## src/rtl/cpu_test_ctrl.sv

```systemverilog
// cpu_test_ctrl: core reset sequencer, tohost result monitor and cycle watchdog beside the cpu.
// Define CPU_TEST_CTRL_CONSOLE_EN to build the console character FIFO.
module cpu_test_ctrl #(
    parameter int          ADDR_W         = 32,
    parameter int          CYCLE_W        = 32,
    parameter int          RESET_CYCLES   = 4,
    parameter int          TIMEOUT_CYCLES = 100000,
    parameter logic [31:0] TOHOST_ADDR    = 32'h0000_1000,
    parameter logic [31:0] CONSOLE_ADDR   = 32'h0000_1004,
    parameter int          CON_DEPTH      = 16
) (
    input  logic               clk,
    input  logic               reset,
    input  logic [ADDR_W-1:0]  data_addr,
    input  logic [31:0]        write_data,
    input  logic               we,
    output logic               cpu_reset,
    output logic               done,
    output logic               pass,
    output logic               timeout,
    output logic [30:0]        fail_code,
    output logic [CYCLE_W-1:0] cycle_count,
    output logic               con_valid,
    output logic [7:0]         con_data,
    input  logic               con_ready,
    output logic               con_overflow
);
    typedef enum logic [1:0] {HOLD, RUN, DONE} state_t;
    localparam int HW = $clog2(RESET_CYCLES + 1);
    state_t             state_q;
    logic [HW-1:0]      hold_q;
    logic               cpu_reset_q, done_q, pass_q, timeout_q;
    logic [30:0]        fail_code_q;
    logic [CYCLE_W-1:0] cycle_q;
    logic               tohost_hit, to_hit;
    assign tohost_hit = state_q == RUN && we && data_addr == ADDR_W'(TOHOST_ADDR) && write_data[0];
    assign to_hit = TIMEOUT_CYCLES != 0 && cycle_q == CYCLE_W'(TIMEOUT_CYCLES - 1);
    always_ff @(posedge clk) begin
        if (reset) begin
            state_q     <= HOLD;
            hold_q      <= '0;
            cpu_reset_q <= 1'b1;
            done_q      <= 1'b0;
            pass_q      <= 1'b0;
            timeout_q   <= 1'b0;
            fail_code_q <= '0;
            cycle_q     <= '0;
        end else begin
            case (state_q)
                HOLD: begin
                    if (hold_q == HW'(RESET_CYCLES - 1)) begin
                        state_q     <= RUN;
                        cpu_reset_q <= 1'b0;
                    end else hold_q <= hold_q + 1'b1;
                end
                RUN: begin
                    // a result store takes priority over a simultaneous watchdog expiry
                    if (tohost_hit) begin
                        state_q     <= DONE;
                        cpu_reset_q <= 1'b1;
                        done_q      <= 1'b1;
                        pass_q      <= write_data == 32'd1;
                        fail_code_q <= write_data[31:1];
                    end else if (to_hit) begin
                        state_q     <= DONE;
                        cpu_reset_q <= 1'b1;
                        done_q      <= 1'b1;
                        timeout_q   <= 1'b1;
                    end else if (cycle_q != '1) cycle_q <= cycle_q + 1'b1;
                end
                default: ;
            endcase
        end
    end
    assign cpu_reset   = cpu_reset_q;
    assign done        = done_q;
    assign pass        = pass_q;
    assign timeout     = timeout_q;
    assign fail_code   = fail_code_q;
    assign cycle_count = cycle_q;
`ifdef CPU_TEST_CTRL_CONSOLE_EN
    localparam int AW = $clog2(CON_DEPTH);
    logic [7:0]  mem_q [CON_DEPTH];
    logic [AW-1:0] rd_q, rd_d, wr_q, wr_d;
    logic [AW:0] cnt_q, cnt_d;
    logic        valid_q, valid_d, ovf_q, ovf_d, pop, push_req, push, full;
    logic [7:0]  data_q, data_d;
    always_comb begin
        pop      = valid_q & con_ready;
        push_req = state_q == RUN && we && data_addr == ADDR_W'(CONSOLE_ADDR);
        full     = cnt_q == (AW+1)'(CON_DEPTH);
        push     = push_req && (!full || pop);
        rd_d     = rd_q + AW'(pop);
        wr_d     = wr_q + AW'(push);
        cnt_d    = cnt_q + (AW+1)'(push) - (AW+1)'(pop);
        valid_d  = cnt_d != '0;
        ovf_d    = ovf_q | (push_req & full & ~pop);
        // when the FIFO drains to empty this cycle, the incoming byte becomes the head directly
        data_d   = cnt_q == (AW+1)'(pop) ? write_data[7:0] : mem_q[rd_d];
    end
    always_ff @(posedge clk) if (push) mem_q[wr_q] <= write_data[7:0];
    always_ff @(posedge clk) begin
        if (reset) begin
            rd_q    <= '0;
            wr_q    <= '0;
            cnt_q   <= '0;
            valid_q <= 1'b0;
            ovf_q   <= 1'b0;
            data_q  <= '0;
        end else begin
            rd_q    <= rd_d;
            wr_q    <= wr_d;
            cnt_q   <= cnt_d;
            valid_q <= valid_d;
            ovf_q   <= ovf_d;
            data_q  <= data_d;
        end
    end
    assign con_valid    = valid_q;
    assign con_data     = data_q;
    assign con_overflow = ovf_q;
`else
    logic unused_con;
    assign unused_con   = con_ready;
    assign con_valid    = 1'b0;
    assign con_data     = 8'h00;
    assign con_overflow = 1'b0;
`endif
endmodule

```

## config.mk

```make
export PLATFORM = sky130hd
export DESIGN_NAME = cpu_test_ctrl
export DESIGN_NICKNAME = d
export VERILOG_FILES = /design/src/rtl/cpu_test_ctrl.sv
export SDC_FILE = /design/constraint.sdc
export NUM_CORES = 1
export LEC_CHECK = 0
export BUFFER_PORTS_ARGS = -buffer_cell sky130_fd_sc_hd__buf_4
export CORE_UTILIZATION = 45
export CTS_BUF_LIST = sky130_fd_sc_hd__clkbuf_8
export CTS_CLUSTER_SIZE = 10
export DETAILED_ROUTE_END_ITERATION = 10
export PLACE_DENSITY = 0.75
export SLEW_MARGIN = 20
export SYNTH_ARGS = -nofsm -noshare
export SYNTH_HDL_FRONTEND = slang
export SYNTH_SLANG_ARGS = --single-unit
```

## constraint.sdc

```tcl
create_clock -name clk -period 5.9 [get_ports clk]
set_input_delay 0.885 -clock clk [delete_from_list [all_inputs] [get_ports clk]]
set_output_delay 0.885 -clock clk [all_outputs]
set_load 0.01 [all_outputs]
```

# After elaboration in Yosys (flattened, before gate mapping)
# Index checks and enable logic that the tools add are counted.
# W data, S select, Z words.
dict set report word_totals {
  regBits 72
  input_bits 68
  elab_cells 41
}
dict set report op_classes {
  addsub 2
  eq_ne 8
  n_mux 8
  bitwise 3
  reduce_logical 12
}
# op n
set ops {}
lappend ops {{$add A32 B1 Y32 const B} 1}
lappend ops {{$eq A32 B1 Y1 const B} 1}
lappend ops {{$eq A32 B13 Y1 const B} 1}
lappend ops {{$eq A32 B17 Y1 const B} 1}
lappend ops {{$ne A32 B32 Y1 const B} 1}
lappend ops {{$mux W2} 3}
lappend ops {{$reduce_and A2 Y1} 3}
lappend ops {{$reduce_and A3 Y1} 2}
lappend ops {{$pmux W2 S2} 1}
lappend ops {{$reduce_and A4 Y1} 1}
lappend ops {{$reduce_bool A2 Y1} 2}
lappend ops {{$add A3 B1 Y3 const B} 1}
lappend ops {{$eq A3 B2 Y1 const B} 1}
lappend ops {{$logic_and A1 B1 Y1} 3}
lappend ops {{$mux W1} 3}
lappend ops {{$ne A3 B3 Y1 const B} 1}
lappend ops {{$not A1 Y1} 3}
lappend ops {{$eq A2 B1 Y1 const B} 1}
lappend ops {{$logic_not A2 Y1} 1}
lappend ops {{$ne A2 B2 Y1 const B} 1}
lappend ops {{$pmux W1 S2} 1}

# Longest topological paths before layout
dict set report depth {
  ltp_word 6
  mapped_depth 9
  mapped_depth_nobuf 7
}

# Worst setup path after synthesis
# Ideal clock, no wire load.
dict set report synth_path {
  path_kind {input to register}
  start {input port data_addr[6]}
  end {register cycle_q[3], in the netlist cycle_count[3]}
  arrival_time_ps 2420
  required_time_ps 5779
  slack_ps 3359
  stages 8
  n_path_buf 2
  cell_sequence {nor4_1 -> nand4_1 -> o31ai_2 -> or3_1 -> buf_6 -> buf_8 -> a21oi_2 -> mux2_4}
}
dict set report synth_via {
  elab_chain_cells 5
}
# item line
set synth_rtl {}
lappend synth_rtl {{start, declared} 14} ;# input logic [ADDR_W-1:0] data_addr,
lappend synth_rtl {{$eq A32 B13 Y1} 36} ;# assign tohost_hit = state_q == RUN && we && data_addr == ADDR_W'(TOHOST_ADDR) && write_data[0];
lappend synth_rtl {{$logic_and A1 B1 Y1 (2 in a row)} 36}
lappend synth_rtl {{$not A1 Y1 (no source line)} n/a}
lappend synth_rtl {{$reduce_and A4 Y1 (no source line)} n/a}
lappend synth_rtl {{end signal, assigned} 69} ;# end else if (cycle_q != '1) cycle_q <= cycle_q + 1'b1;
lappend synth_rtl {{end, declared} 34} ;# logic [CYCLE_W-1:0] cycle_q;
# Every way passes these cells.
# A chain may end at the register's enable or synchronous reset.

# Worst setup path in the final report
dict set report layout_path {
  start {input port data_addr[24]}
  end {register cycle_q[3], in the netlist cycle_count[3]}
}
# Same word-level chain as after synthesis.

==> results by group <==
Status
  – Status: finished, final reports clean

Detailed routing
  – Number of detailed-routing iterations run before antenna repair: 4
  – Violation count after the first detailed-routing iteration: 172
  – Met2 routed wirelength: 4537 microns
  – Wirelength per Cell: 14.63 microns
  – Met1 layer wirelength in the final routing: 3892 microns
  – Remaining antenna violation count after routing: 0
  – Vias after detailed routing: 3,413
  – Drt total wl: 9215 microns
  – Top sig layer: met4
  – Met3 WL: 607 microns
  – DRC viols: 0
  – Via density per instance: 5.417

Synth
  – Proportion of synthesized flip-flops having asynchronous set or reset: 0%
  – Post-Synth Adder-Cell Area: 1.054%
  – Synth Area per Inst: 8.950 sq um
  – Dominant combinational cell family by area after synthesis: simple AND/OR/NAND/NOR gates
  – Number of cells produced by synthesis: 398
  – Synthesized-area fraction occupied by xor and xnor cells: 0.9835%
  – Synth unique cells: 58
  – Mux share of post-synthesis cell area: 11.87%
  – Cell area after synthesis: 0.003562 sq mm
  – Main synth FF type: dfxtp_1
  – Synth Area in Compound Gates: 9.694%
  – Proportion of synthesized chip area in sequential cells: 40.46%
  – Simple-Gate Fraction of Synth Area: 30.00%
  – Count of flip-flops with a built-in enable after synthesis: 0
  – FF+latch count, synth: 72
  – Number of warnings reported in the yosys synthesis log: 0

Clock tree
  – Clock Latency Late Sink: 0.34 ns
  – CTS Buf Count: 9
  – Clk sink count: 72
  – Level count of the clock H-tree: 3
  – Clock tree root buffer cell: clkbuf_8
  – Post-CTS repair timing setup buffer count: 0
  – TritonCTS clock tree: done
  – Number of buffers inserted for hold repair after clock tree synthesis: 0
  – Post-CTS Resized: 0
  – Post-CTS clock slew at the launch and capture registers of the worst setup and hold paths: 0.07 ns
  – Clock tree buffer depth: 2

Setup path
  – Origin of the critical flop-to-flop path: cycle_count[4]$_SDFFE_PP0P_
  – R2r worst-path depth: 6
  – Crit start category: input pin
  – Critical path endpoint category: flop
  – Path type of the worst setup path: in2reg
  – Reg2Reg Setup Slack: 3.44 ns
  – Critical Path Source: data_addr[24]
  – Reg-to-reg endpoint: cycle_count[31]$_SDFFE_PP0P_
  – Maximum fanout count along the critical path: 17
  – Worst path required time: 6.12 ns
  – Data arrival time of the critical path: 2.85 ns

STA
  – Total Neg Setup Slack: 0 ns
  – Share of the cycle needed by the critical path after routing: 44.46%
  – Clock period minus final worst setup slack: 2.623 ns
  – Top achievable clock speed: 381.2 MHz
  – Final setup slack of the worst path: 3.277 ns
  – Number of setup violations in the final report: 0
  – Transition time at the pin with the least slew margin: 0.7943 ns
  – Unrepaired setup endpoints after global routing: no
  – Final number of hold-violating endpoints: 0
  – Final Skew: 0.005783 ns
  – Worst hold slack: 0.4980 ns
  – Max-slew violation total from the final report: 0
  – Slew headroom: 47.04%

Power and ir drop
  – Maximum resistive drop on vdd: 0.0001207 V
  – Leakage: 1.933 nW
  – Power density over the cells: 225.9 mW/mm^2

Global route
  – Via count of the first global-routing pass: 3,354
  – Maximum number of pins on one net before global-route repair: 82
  – GR Overflow Total: 0
  – Number of antenna violations at the first check in global routing: 0
  – Overall track demand over capacity in global routing: 23.06%
  – Wire length of the first global-routing pass: 15,660 microns

Place
  – Pre-CTS setup slack: 2.884 ns
  – DP Area: 0.004551 sq mm
  – Final weighted congestion in routability-driven placement: 0.8657
  – Port-buffer cells: 133
  – Half-perimeter wire length after placement: 6920 microns

Hold path
  – Worst hold path cell count: 2
  – Worst Hold Endpoint: timeout$_SDFFE_PP0P_
  – Worst hold path startpoint: timeout$_SDFFE_PP0P_
  – Path category of the worst min-delay check: reg2reg

Floorplanning
  – Vertical die dimension: 90.97 microns
  – Area of the core: 0.007687 sq mm
  – Die area: 0.008276 sq mm
  – Placement Rows: 32
  – Overall die width: 90.97 microns
  – I/O Pins: 145
  – Starting Density: 46.34%

Cells and area
  – Area taken by multi-input logic gates: 0.001953 sq mm
  – Final design instance area without fill: 0.004781 sq mm
  – Utilization after layout: 62.19%
  – Final layout net count: 594
  – Count of antenna diodes in the layout: 0
  – Share of layout cells above drive strength 1: 32.77%
  – Filler cell count in the final layout: 687
  – Area taken by flip-flops and latches: 0.001441 sq mm
  – P&R area growth vs syn: 34.21%

Job
  – Max-cap violations: 0
[Yosys cell counts, drive strengths merged (7+ instances only)]
cell	number	share of area, %
mux2	7	2.3
o21ai	15	2.1
and3	7	1.2
or3	15	2.6
clkbuf	8	0.84
nor4	23	5.1
mux2i	34	9.6
nand2	18	1.9
nand4	14	2.8
a21oi	24	3.5
dfxtp	72	40
buf	21	4.4
nor2	63	6.6
nand3	15	2.2
nor2b	7	1.4
[placed cells by master (no fill, tap or decap), types with 3 or more instances in the layout]
| cell | n |
|---|---|
| buf_4 | 134 |
| dfxtp_1 | 72 |
| nor2_1 | 63 |
| mux2i_1 | 34 |
| a21oi_1 | 23 |
| nor4_1 | 20 |
| nand2_1 | 18 |
| or3_1 | 15 |
| nand3_1 | 14 |
| o21ai_0 | 13 |
| nand4_1 | 12 |
| clkbuf_8 | 11 |
| conb_1 | 10 |
| and3_1 | 7 |
| inv_1 | 6 |
| nor2b_1 | 6 |
| and4_1 | 5 |
| nor3_1 | 4 |
| nor4b_1 | 3 |
| and2_1 | 3 |
| nand2b_1 | 3 |
| mux2_1 | 3 |
| xnor2_1 | 3 |
| mux2_2 | 3 |
| ha_1 | 3 |
[routing by layer]
| layer | up-vias | track usage, % |
|---|---|---|
| li1 | 1679 | - |
| met1 | 1594 | 28.06 |
| met2 | 126 | 39.52 |
| met3 | 14 | 5.444 |
| met4 | 0 | 8.466 |
| met5 | - | 0 |
[metrics by stage]
step / power [mW] / std cells
after global placement: 0.6448 / 614
after detailed placement: 0.6515 / 614
after CTS: 1.091 / 630
after floorplan: 0.5972 / 407
final: 1.080 / 630
after global routing: 1.129 / 630
[state kept, by name (all words and copies together), names as in the netlist]
| name | count |
|---|---|
| state_q | 2 |
| cpu_reset | 1 |
| hold_q | 3 |
| fail_code | 31 |
| cycle_count | 32 |
| timeout | 1 |
| pass | 1 |
| done | 1 |
[worst max-delay path, cell delays in order]
cell	delay [ns]
buf_4	0.11
nor4b_2	0.28
nand4_1	0.25
o31ai_2	0.48
or3_1	0.47
a21oi_2	0.07
mux2_4	0.30
[cell type report]
| class | instances | share of cell area, % |
|---|---|---|
| sequential | 72 | 30.15 |
| inverter | 6 | 0.4711 |
| multi-input combinational | 300 | 40.85 |
| timing repair buffer | 134 | 21.04 |
| clock buffer | 11 | 3.167 |
| clock inverter | 5 | 1.649 |
| tap | 102 | 2.669 |
[power by group]
part	switching (mW)	internal (mW)	leakage [nW]
clock	0.181	0.261	0.119
combinational	0.0593	0.0652	1.23
sequential	0.0125	0.502	0.581
total	0.252	0.828	1.93
[kinds of logic after synthesis]
logic type	Yosys count
fa+ha+maj	3
flops	72
other cells	1
simple gates	188
compound gates	54
mux	41
xor+xnor	4
buf+inv	35
[how the worst max path moves through the flow]
stage,endpoint,cells after the start
floorplan,cycle_count[3]$_SDFFE_PP0P_,8
finish,cycle_count[3]$_SDFFE_PP0P_,7
detailed placement,cycle_count[3]$_SDFFE_PP0P_,7
CTS,cycle_count[3]$_SDFFE_PP0P_,7
global route,cycle_count[3]$_SDFFE_PP0P_,7
global placement,cycle_count[3]$_SDFFE_PP0P_,7
(Power assumes the default switching activity.)
